--- config.mk ---
export PLATFORM = sky130hd
export DESIGN_NAME = keypad_scan_flat
export DESIGN_NICKNAME = d
export VERILOG_FILES = /design/src/rtl/keypad_scan_pkg.sv /design/src/rtl/keypad_scan_if.sv /design/src/rtl/keypad_scan_sync_2ff.sv /design/src/rtl/keypad_scan.sv /design/src/flat_wrapper.sv
export SDC_FILE = /design/constraint.sdc
export NUM_CORES = 1
export LEC_CHECK = 0
export ABC_AREA = 0
export ABC_CLOCK_PERIOD_IN_PS = 5040
export CAP_MARGIN = 20
export CORE_ASPECT_RATIO = 0.75
export CORE_UTILIZATION = 60
export DETAILED_ROUTE_END_ITERATION = 7
export PLACE_DENSITY = 0.81
export SYNTH_ARGS = -nofsm -noshare
export SYNTH_HDL_FRONTEND = slang
export SYNTH_SLANG_ARGS = --single-unit
--- constraint.sdc ---
create_clock -name clk -period 5.04 [get_ports clk]
set_clock_uncertainty 0.1 [all_clocks]
set_input_delay 1.008 -clock clk [delete_from_list [all_inputs] [get_ports clk]]
set_output_delay 1.008 -clock clk [all_outputs]
set_load 0.05 [all_outputs]
--- src/rtl/keypad_scan_pkg.sv ---
// Shared definitions for the 4x4 keypad scanner: FSM states, key-code constants
// and the row/column-to-code map, also used by consumers of KEY_Value.
package keypad_scan_pkg;

  localparam int unsigned NUM_ROWS = 4;
  localparam int unsigned NUM_COLS = 4;

  typedef enum logic [2:0] {
    ST_IDLE     = 3'd0,
    ST_SCAN     = 3'd1,
    ST_DEBOUNCE = 3'd2,
    ST_REPORT   = 3'd3,
    ST_HOLD     = 3'd4,
    ST_RELEASE  = 3'd5
  } state_e;

  typedef logic [3:0] key_code_t;

  localparam key_code_t KEY_A = 4'd11;
  localparam key_code_t KEY_B = 4'd12;
  localparam key_code_t KEY_C = 4'd13;
  localparam key_code_t KEY_D = 4'd14;
  localparam key_code_t KEY_E = 4'd15;

  // Indexed by {row, col}; element [15] is leftmost in the concatenation.
  localparam logic [15:0][3:0] KEYMAP = {
    KEY_D, 4'd10, 4'd0, KEY_E,   // row 3, cols 3..0
    KEY_C, 4'd9,  4'd8, 4'd7,    // row 2
    KEY_B, 4'd6,  4'd5, 4'd4,    // row 1
    KEY_A, 4'd3,  4'd2, 4'd1     // row 0
  };

  // Number of active-low (pressed) lines in a column vector.
  function automatic logic [2:0] count_low(input logic [NUM_COLS-1:0] cols);
    logic [2:0] n;
    n = '0;
    for (int i = 0; i < NUM_COLS; i++) begin
      n = n + {2'b00, ~cols[i]};
    end
    return n;
  endfunction

  function automatic logic [1:0] onehot_to_idx(input logic [NUM_COLS-1:0] onehot);
    logic [1:0] idx;
    idx = '0;
    for (int i = 0; i < NUM_COLS; i++) begin
      if (onehot[i]) idx = 2'(i);
    end
    return idx;
  endfunction

  function automatic key_code_t key_lookup(input logic [1:0] row, input logic [1:0] col);
    return KEYMAP[{row, col}];
  endfunction

endpackage

--- src/rtl/keypad_scan_if.sv ---
// Keypad matrix lines plus the key-report outputs of the scanner.
interface keypad_scan_if;

  logic [keypad_scan_pkg::NUM_COLS-1:0] col_in;
  logic [keypad_scan_pkg::NUM_ROWS-1:0] row_out;
  logic                                 Value_en;
  logic [3:0]                           KEY_Value;
  logic                                 key_held;

  // Scanner side.
  modport master (
    input  col_in,
    output row_out,
    output Value_en,
    output KEY_Value,
    output key_held
  );

  // Keypad / consumer side.
  modport slave (
    output col_in,
    input  row_out,
    input  Value_en,
    input  KEY_Value,
    input  key_held
  );

endinterface

--- src/rtl/keypad_scan_sync_2ff.sv ---
// Two-flop synchronizer for asynchronous level inputs, with a configurable
// reset value so idle-high lines do not look active after reset.
module sync_2ff #(
  parameter int unsigned           WIDTH     = 1,
  parameter logic [WIDTH-1:0]      RESET_VAL = '0
) (
  input  logic             clk,
  input  logic             rst,
  input  logic [WIDTH-1:0] d_i,
  output logic [WIDTH-1:0] q_o
);

  logic [WIDTH-1:0] meta_q;
  logic [WIDTH-1:0] sync_q;

  // NOTE: non-blocking assignments make both stages sample on the same edge,
  // which is what keeps this a two-stage shift instead of a single wire.
  always_ff @(posedge clk) begin
    if (rst) begin
      meta_q <= RESET_VAL;
      sync_q <= RESET_VAL;
    end else begin
      meta_q <= d_i;
      sync_q <= meta_q;
    end
  end

  assign q_o = sync_q;

endmodule

--- src/rtl/keypad_scan.sv ---
// 4x4 active-low keypad scanner: tick-paced row scan, press/release debounce,
// one Value_en strobe per debounced press, ghost (multi-key) rejection.
module keypad_scan
  import keypad_scan_pkg::*;
#(
  parameter int unsigned SCAN_DIV       = 50000,
  parameter int unsigned DEBOUNCE_TICKS = 20
) (
  input  logic          clk,
  input  logic          rst,
  keypad_scan_if.master kp
);

  localparam int unsigned TICK_W = $clog2(SCAN_DIV);
  localparam int unsigned CNT_W  = $clog2(DEBOUNCE_TICKS + 1);

  localparam logic [TICK_W-1:0] TICK_LAST = TICK_W'(SCAN_DIV - 1);
  localparam logic [CNT_W-1:0]  CNT_DONE  = CNT_W'(DEBOUNCE_TICKS);

  logic [NUM_COLS-1:0] col_s;
  logic [NUM_COLS-1:0] col_low;
  logic [2:0]          n_low;

  logic [TICK_W-1:0]   tick_q;
  logic                scan_tick;

  state_e              state_q, state_d;
  logic [1:0]          row_idx_q, row_idx_d;
  logic [NUM_COLS-1:0] col_mask_q, col_mask_d;
  logic [CNT_W-1:0]    cnt_q, cnt_d;
  logic [CNT_W-1:0]    cnt_inc;
  key_code_t           key_value_q, key_value_d;
  logic                key_held_q, key_held_d;

  logic [NUM_ROWS-1:0] row_sel;
  logic [NUM_ROWS-1:0] row_drive;
  logic                cols_released;
  logic                same_key;

  // NOTE: the synchronizer resets to all-ones (no key) so the FSM never sees
  // a phantom press in the cycles straight after reset.
  sync_2ff #(
    .WIDTH     (NUM_COLS),
    .RESET_VAL (4'b1111)
  ) u_col_sync (
    .clk (clk),
    .rst (rst),
    .d_i (kp.col_in),
    .q_o (col_s)
  );

  assign col_low = ~col_s;
  assign n_low   = count_low(col_s);

  assign scan_tick = (tick_q == TICK_LAST);

  always_ff @(posedge clk) begin
    if (rst) begin
      tick_q <= '0;
    end else if (scan_tick) begin
      tick_q <= '0;
    end else begin
      tick_q <= tick_q + TICK_W'(1);
    end
  end

  // Saturating so a long stable run can never wrap back to zero.
  assign cnt_inc       = (cnt_q == CNT_DONE) ? cnt_q : cnt_q + CNT_W'(1);
  assign row_sel       = ~(4'b0001 << row_idx_q);
  assign cols_released = ((col_s & col_mask_q) == col_mask_q);
  assign same_key      = (col_low == col_mask_q);

  always_ff @(posedge clk) begin
    if (rst) begin
      state_q     <= ST_IDLE;
      row_idx_q   <= '0;
      col_mask_q  <= '0;
      cnt_q       <= '0;
      key_value_q <= '0;
      key_held_q  <= 1'b0;
    end else begin
      state_q     <= state_d;
      row_idx_q   <= row_idx_d;
      col_mask_q  <= col_mask_d;
      cnt_q       <= cnt_d;
      key_value_q <= key_value_d;
      key_held_q  <= key_held_d;
    end
  end

  // NOTE: every output of this block is given a default before the case so
  // no path leaves a signal unassigned, which would otherwise infer a latch.
  always_comb begin
    state_d     = state_q;
    row_idx_d   = row_idx_q;
    col_mask_d  = col_mask_q;
    cnt_d       = cnt_q;
    key_value_d = key_value_q;
    key_held_d  = key_held_q;
    row_drive   = row_sel;

    unique case (state_q)
      ST_IDLE: begin
        row_drive = 4'b0000;
        if (scan_tick && (col_low != '0)) begin
          state_d   = ST_SCAN;
          row_idx_d = 2'd0;
        end
      end

      ST_SCAN: begin
        if (scan_tick) begin
          if (n_low == 3'd0) begin
            if (row_idx_q == 2'd3) begin
              state_d = ST_IDLE;
            end else begin
              row_idx_d = row_idx_q + 2'd1;
            end
          end else if (n_low == 3'd1) begin
            col_mask_d = col_low;
            cnt_d      = '0;
            state_d    = ST_DEBOUNCE;
          end else begin
            // Ghost / multi-key: wait out the release without reporting.
            col_mask_d = col_low;
            state_d    = ST_HOLD;
          end
        end
      end

      ST_DEBOUNCE: begin
        if (scan_tick) begin
          if (same_key) begin
            cnt_d = cnt_inc;
            if (cnt_inc == CNT_DONE) begin
              state_d     = ST_REPORT;
              key_value_d = key_lookup(row_idx_q, onehot_to_idx(col_mask_q));
              key_held_d  = 1'b1;
            end
          end else begin
            state_d = ST_IDLE;
          end
        end
      end

      ST_REPORT: begin
        state_d = ST_HOLD;
      end

      ST_HOLD: begin
        if (scan_tick && cols_released) begin
          cnt_d   = '0;
          state_d = ST_RELEASE;
        end
      end

      ST_RELEASE: begin
        if (scan_tick) begin
          if (cols_released) begin
            cnt_d = cnt_inc;
            if (cnt_inc == CNT_DONE) begin
              state_d    = ST_IDLE;
              key_held_d = 1'b0;
            end
          end else begin
            state_d = ST_HOLD;
          end
        end
      end

      default: begin
        state_d = ST_IDLE;
      end
    endcase
  end

  assign kp.row_out   = row_drive;
  assign kp.Value_en  = (state_q == ST_REPORT);
  assign kp.KEY_Value = key_value_q;
  assign kp.key_held  = key_held_q;

endmodule

--- src/flat_wrapper.sv ---
// flat-port wrapper written by rule: the top's interface ports become plain ports
module keypad_scan_flat import keypad_scan_pkg::*;
#(
  parameter int unsigned SCAN_DIV       = 50000,
  parameter int unsigned DEBOUNCE_TICKS = 20
)
  (clk, rst, kp_col_in, kp_row_out, kp_Value_en, kp_KEY_Value, kp_key_held);
  keypad_scan_if kp_i ();
  input  logic clk;
  input  logic rst;
  input wire logic [$bits(kp_i.col_in)-1:0] kp_col_in;
  output wire logic [$bits(kp_i.row_out)-1:0] kp_row_out;
  output wire logic [$bits(kp_i.Value_en)-1:0] kp_Value_en;
  output wire logic [$bits(kp_i.KEY_Value)-1:0] kp_KEY_Value;
  output wire logic [$bits(kp_i.key_held)-1:0] kp_key_held;
  assign kp_i.col_in = kp_col_in;
  assign kp_row_out = kp_i.row_out;
  assign kp_Value_en = kp_i.Value_en;
  assign kp_KEY_Value = kp_i.KEY_Value;
  assign kp_key_held = kp_i.key_held;
  keypad_scan #(.SCAN_DIV(SCAN_DIV), .DEBOUNCE_TICKS(DEBOUNCE_TICKS)) u_core (.clk(clk), .rst(rst), .kp(kp_i));
endmodule
==> run metrics <==
Post-synth EDFFs 0; final hold vios 0; worst vdd ir between 0.15 and 0.2 mV; Post-Syn Instances between 200 and 300; gpl congestion about 0.87; total core area around 0.0038 mm²; Main synth FF type dfxtp_1; Yosys warning total 0; worst hold stages 1; Post-synth ARST share 0%; Crit Path Category flip-flop to output port; Longest Clk Path Bufs 2; I/O pin cnt 16; initial antenna violation count 0; synth unique cells 55; Slowest-stage cell, CP clkdlybuf4s50_1; Initial Utilization ~64%; Compound-Gate Fraction of Synth Area 17.6%; vias in the first global route 1,715; largest net degree at the start of global routing 31; Iter 0 DRT Violations roughly 110; Seq cells post-synth 43; cts hold-fix bufs 0; achievable clock frequency 0.301 GHz; status finished, final reports clean; Startpoint Class flip-flop; TritonCTS clock tree built; Worst Path Required between 3 and 4 ns; Worst Reg-to-Reg Cells 9; wire per inst ~14 µm; All-Layer GR Usage 24.1%; Cells after DPL approximately 340; die area ~0.0043 mm²; most common cell after layout, fill and taps aside dfxtp_1; register area share after synthesis a little over a third; final antenna-violating net count 0; worst skew pair latency 0.30 ns; RSZ-0062 raised after global routing false; Worst-Margin Slew roughly 0.99 ns; Core Util, Final between 70 and 80%; Mapped Area between 0.002 and 0.0025 mm²; # diodes 0; Power, Total roughly 1.0 mW; die width roughly 75 µm; CP peak stage delay approximately 0.73 ns; share of cells above drive strength 1 under 10%; Remaining DRCs 0; Post-Synth XOR/XNOR Area under 10%; Adder-Cell Fraction of Synth Area ~10%; CP cell instances nor3_1, nor2_1, clkdlybuf4s50_1; mux contribution to synthesized area 2.18%; clock sinks 43; post-synth top area share approximately 36%; Via Count approximately 2.0k; cell accounting for the most synthesized area dfxtp_1; routed vias/inst a little under 6; clock tree root buffer cell clkbuf_8; HP Class flip-flop to flip-flop; worst slack at placement about 1.9 ns; most frequent cells in the layout dfxtp_1, nor2_1, ha_1, inv_1; power density over cell area about 370 mW/mm²; main area contributors after synthesis dfxtp_1, ha_1, nor2_1; post-route clock period utilization between 60% and 70%; WHS slightly above 0.3 ns; Post-Synth Simple-Gate Area between 20 and 25%; Die Y ~57 µm; htree depth 2; Synth Area per Inst between 8 and 9 µm²; PnR worst setup slack between 1.5 and 2 ns; cell area after layout around 0.0027 mm²; PortBufs 15; Reg clk slew, reported paths roughly 0.080 ns; Leakage 1.09 nW; Worst Path Max Fanout 15; CTS resizes 0; element type at the critical path end output port; Non-Filler Instances 344; Num CTS Buffers 5; largest family of logic cells by synthesized area simple AND/OR/NAND/NOR gates; Synth Net Count 305; max-capacitance violation count 0; grt ovf 0; Initial DRT Pass Iterations 4; area grow syn2layout 12.6%; Final setup viols 0; Sum Neg Setup Slack 0 ns; Slew Limit Fails 0; Tmin final around 3.3 ns; final WL between 4 and 5 mm; DP HPWL ~3.4 mm; Arr. time, crit path between 2 and 2.5 ns; first-pass GRT wire length 7.76 mm; placed cell areas between 0.002 and 0.003 mm²; # nets final approximately 320; Post-CTS Setup Bufs 0; site row count 19; Worst slew margin about a third
-- per-layer routing --
| layer | vias to the layer above | GRT usage, % | wire [µm] |
|---|---|---|---|
| met4 | 0 | 7.14 | 70 |
| met5 | - | 0 | 0 |
| met2 | 44 | 37.7 | 2090 |
| met1 | 922 | 33.4 | 2420 |
| li1 | 1029 | - | - |
| met3 | 10 | 4.85 | 156 |
-- final timing paths --
| path | start | endpoint | slack (ns) |
|---|---|---|---|
| max | u_core.state_q[0]$_SDFFE_PP0P_ | kp_row_out[0] | 1.71 |
| min | u_core.u_col_sync.meta_q[1]$_SDFF_PP1_ | u_core.u_col_sync.q_o[1]$_SDFF_PP1_ | 0.31 |
| max reg2reg | u_core.u_col_sync.q_o[0]$_SDFF_PP1_ | u_core.state_q[1]$_SDFFE_PP0P_ | 2.13 |
| min reg2reg | u_core.u_col_sync.meta_q[1]$_SDFF_PP1_ | u_core.u_col_sync.q_o[1]$_SDFF_PP1_ | 0.31 |
-- layout make-up --
| class | count | area, µm² |
|---|---|---|
| inverters | 16 | 60.1 |
| well taps | 52 | 65.1 |
| flip-flops and latches | 43 | 861 |
| fillers | 297 | 1040 |
| clock inverters | 2 | 60.1 |
| clock buffers | 6 | 72.6 |
| repair buffers | 15 | 150 |
| multi-input cells | 210 | 1440 |
-- logic make-up (layout without fill, tap and decap cells) --
kind of cell               Yosys count  in the layout
buffers and inverters               27             39
AOI/OAI and AO/OA                   62             62
xor gates and xnor gates            14             14
adders and majority gates           19             19
DFF                                 43             43
muxes                                5              5
and+or+nand+nor                    110            110
-- cell usage after synthesis, drive strengths merged (7+ instances only) --
master  number
or2          8
o21ai       15
inv         16
nand3       11
a21oi       15
ha          18
xor2        10
nand2       11
a211oi       7
dfxtp       43
clkbuf       9
nor2        37
-- worst max-delay path: cells and delay by family (launching register included) --
kind	cells	cell delay [ns]
buf+inv	1	0.73
flops	1	0.44
simple gates	2	0.75
-- registers in the layout, summed over array words and instances (netlist names) --
register,cells
u_core.kp.key_held,1
u_core.u_col_sync.meta_q,4
u_core.kp.KEY_Value,4
u_core.col_mask_q,4
u_core.state_q,3
u_core.u_col_sync.q_o,4
u_core.tick_q,16
u_core.row_idx_q,2
u_core.cnt_q,5
-- power by group --
group	switching [mW]	leakage (nW)	internal, mW
sequential	0.0300	0.349	0.354
combinational	0.197	0.675	0.113
clock	0.115	0.0654	0.198
total	0.342	1.09	0.665
Power figures use the tool's default switching activity.
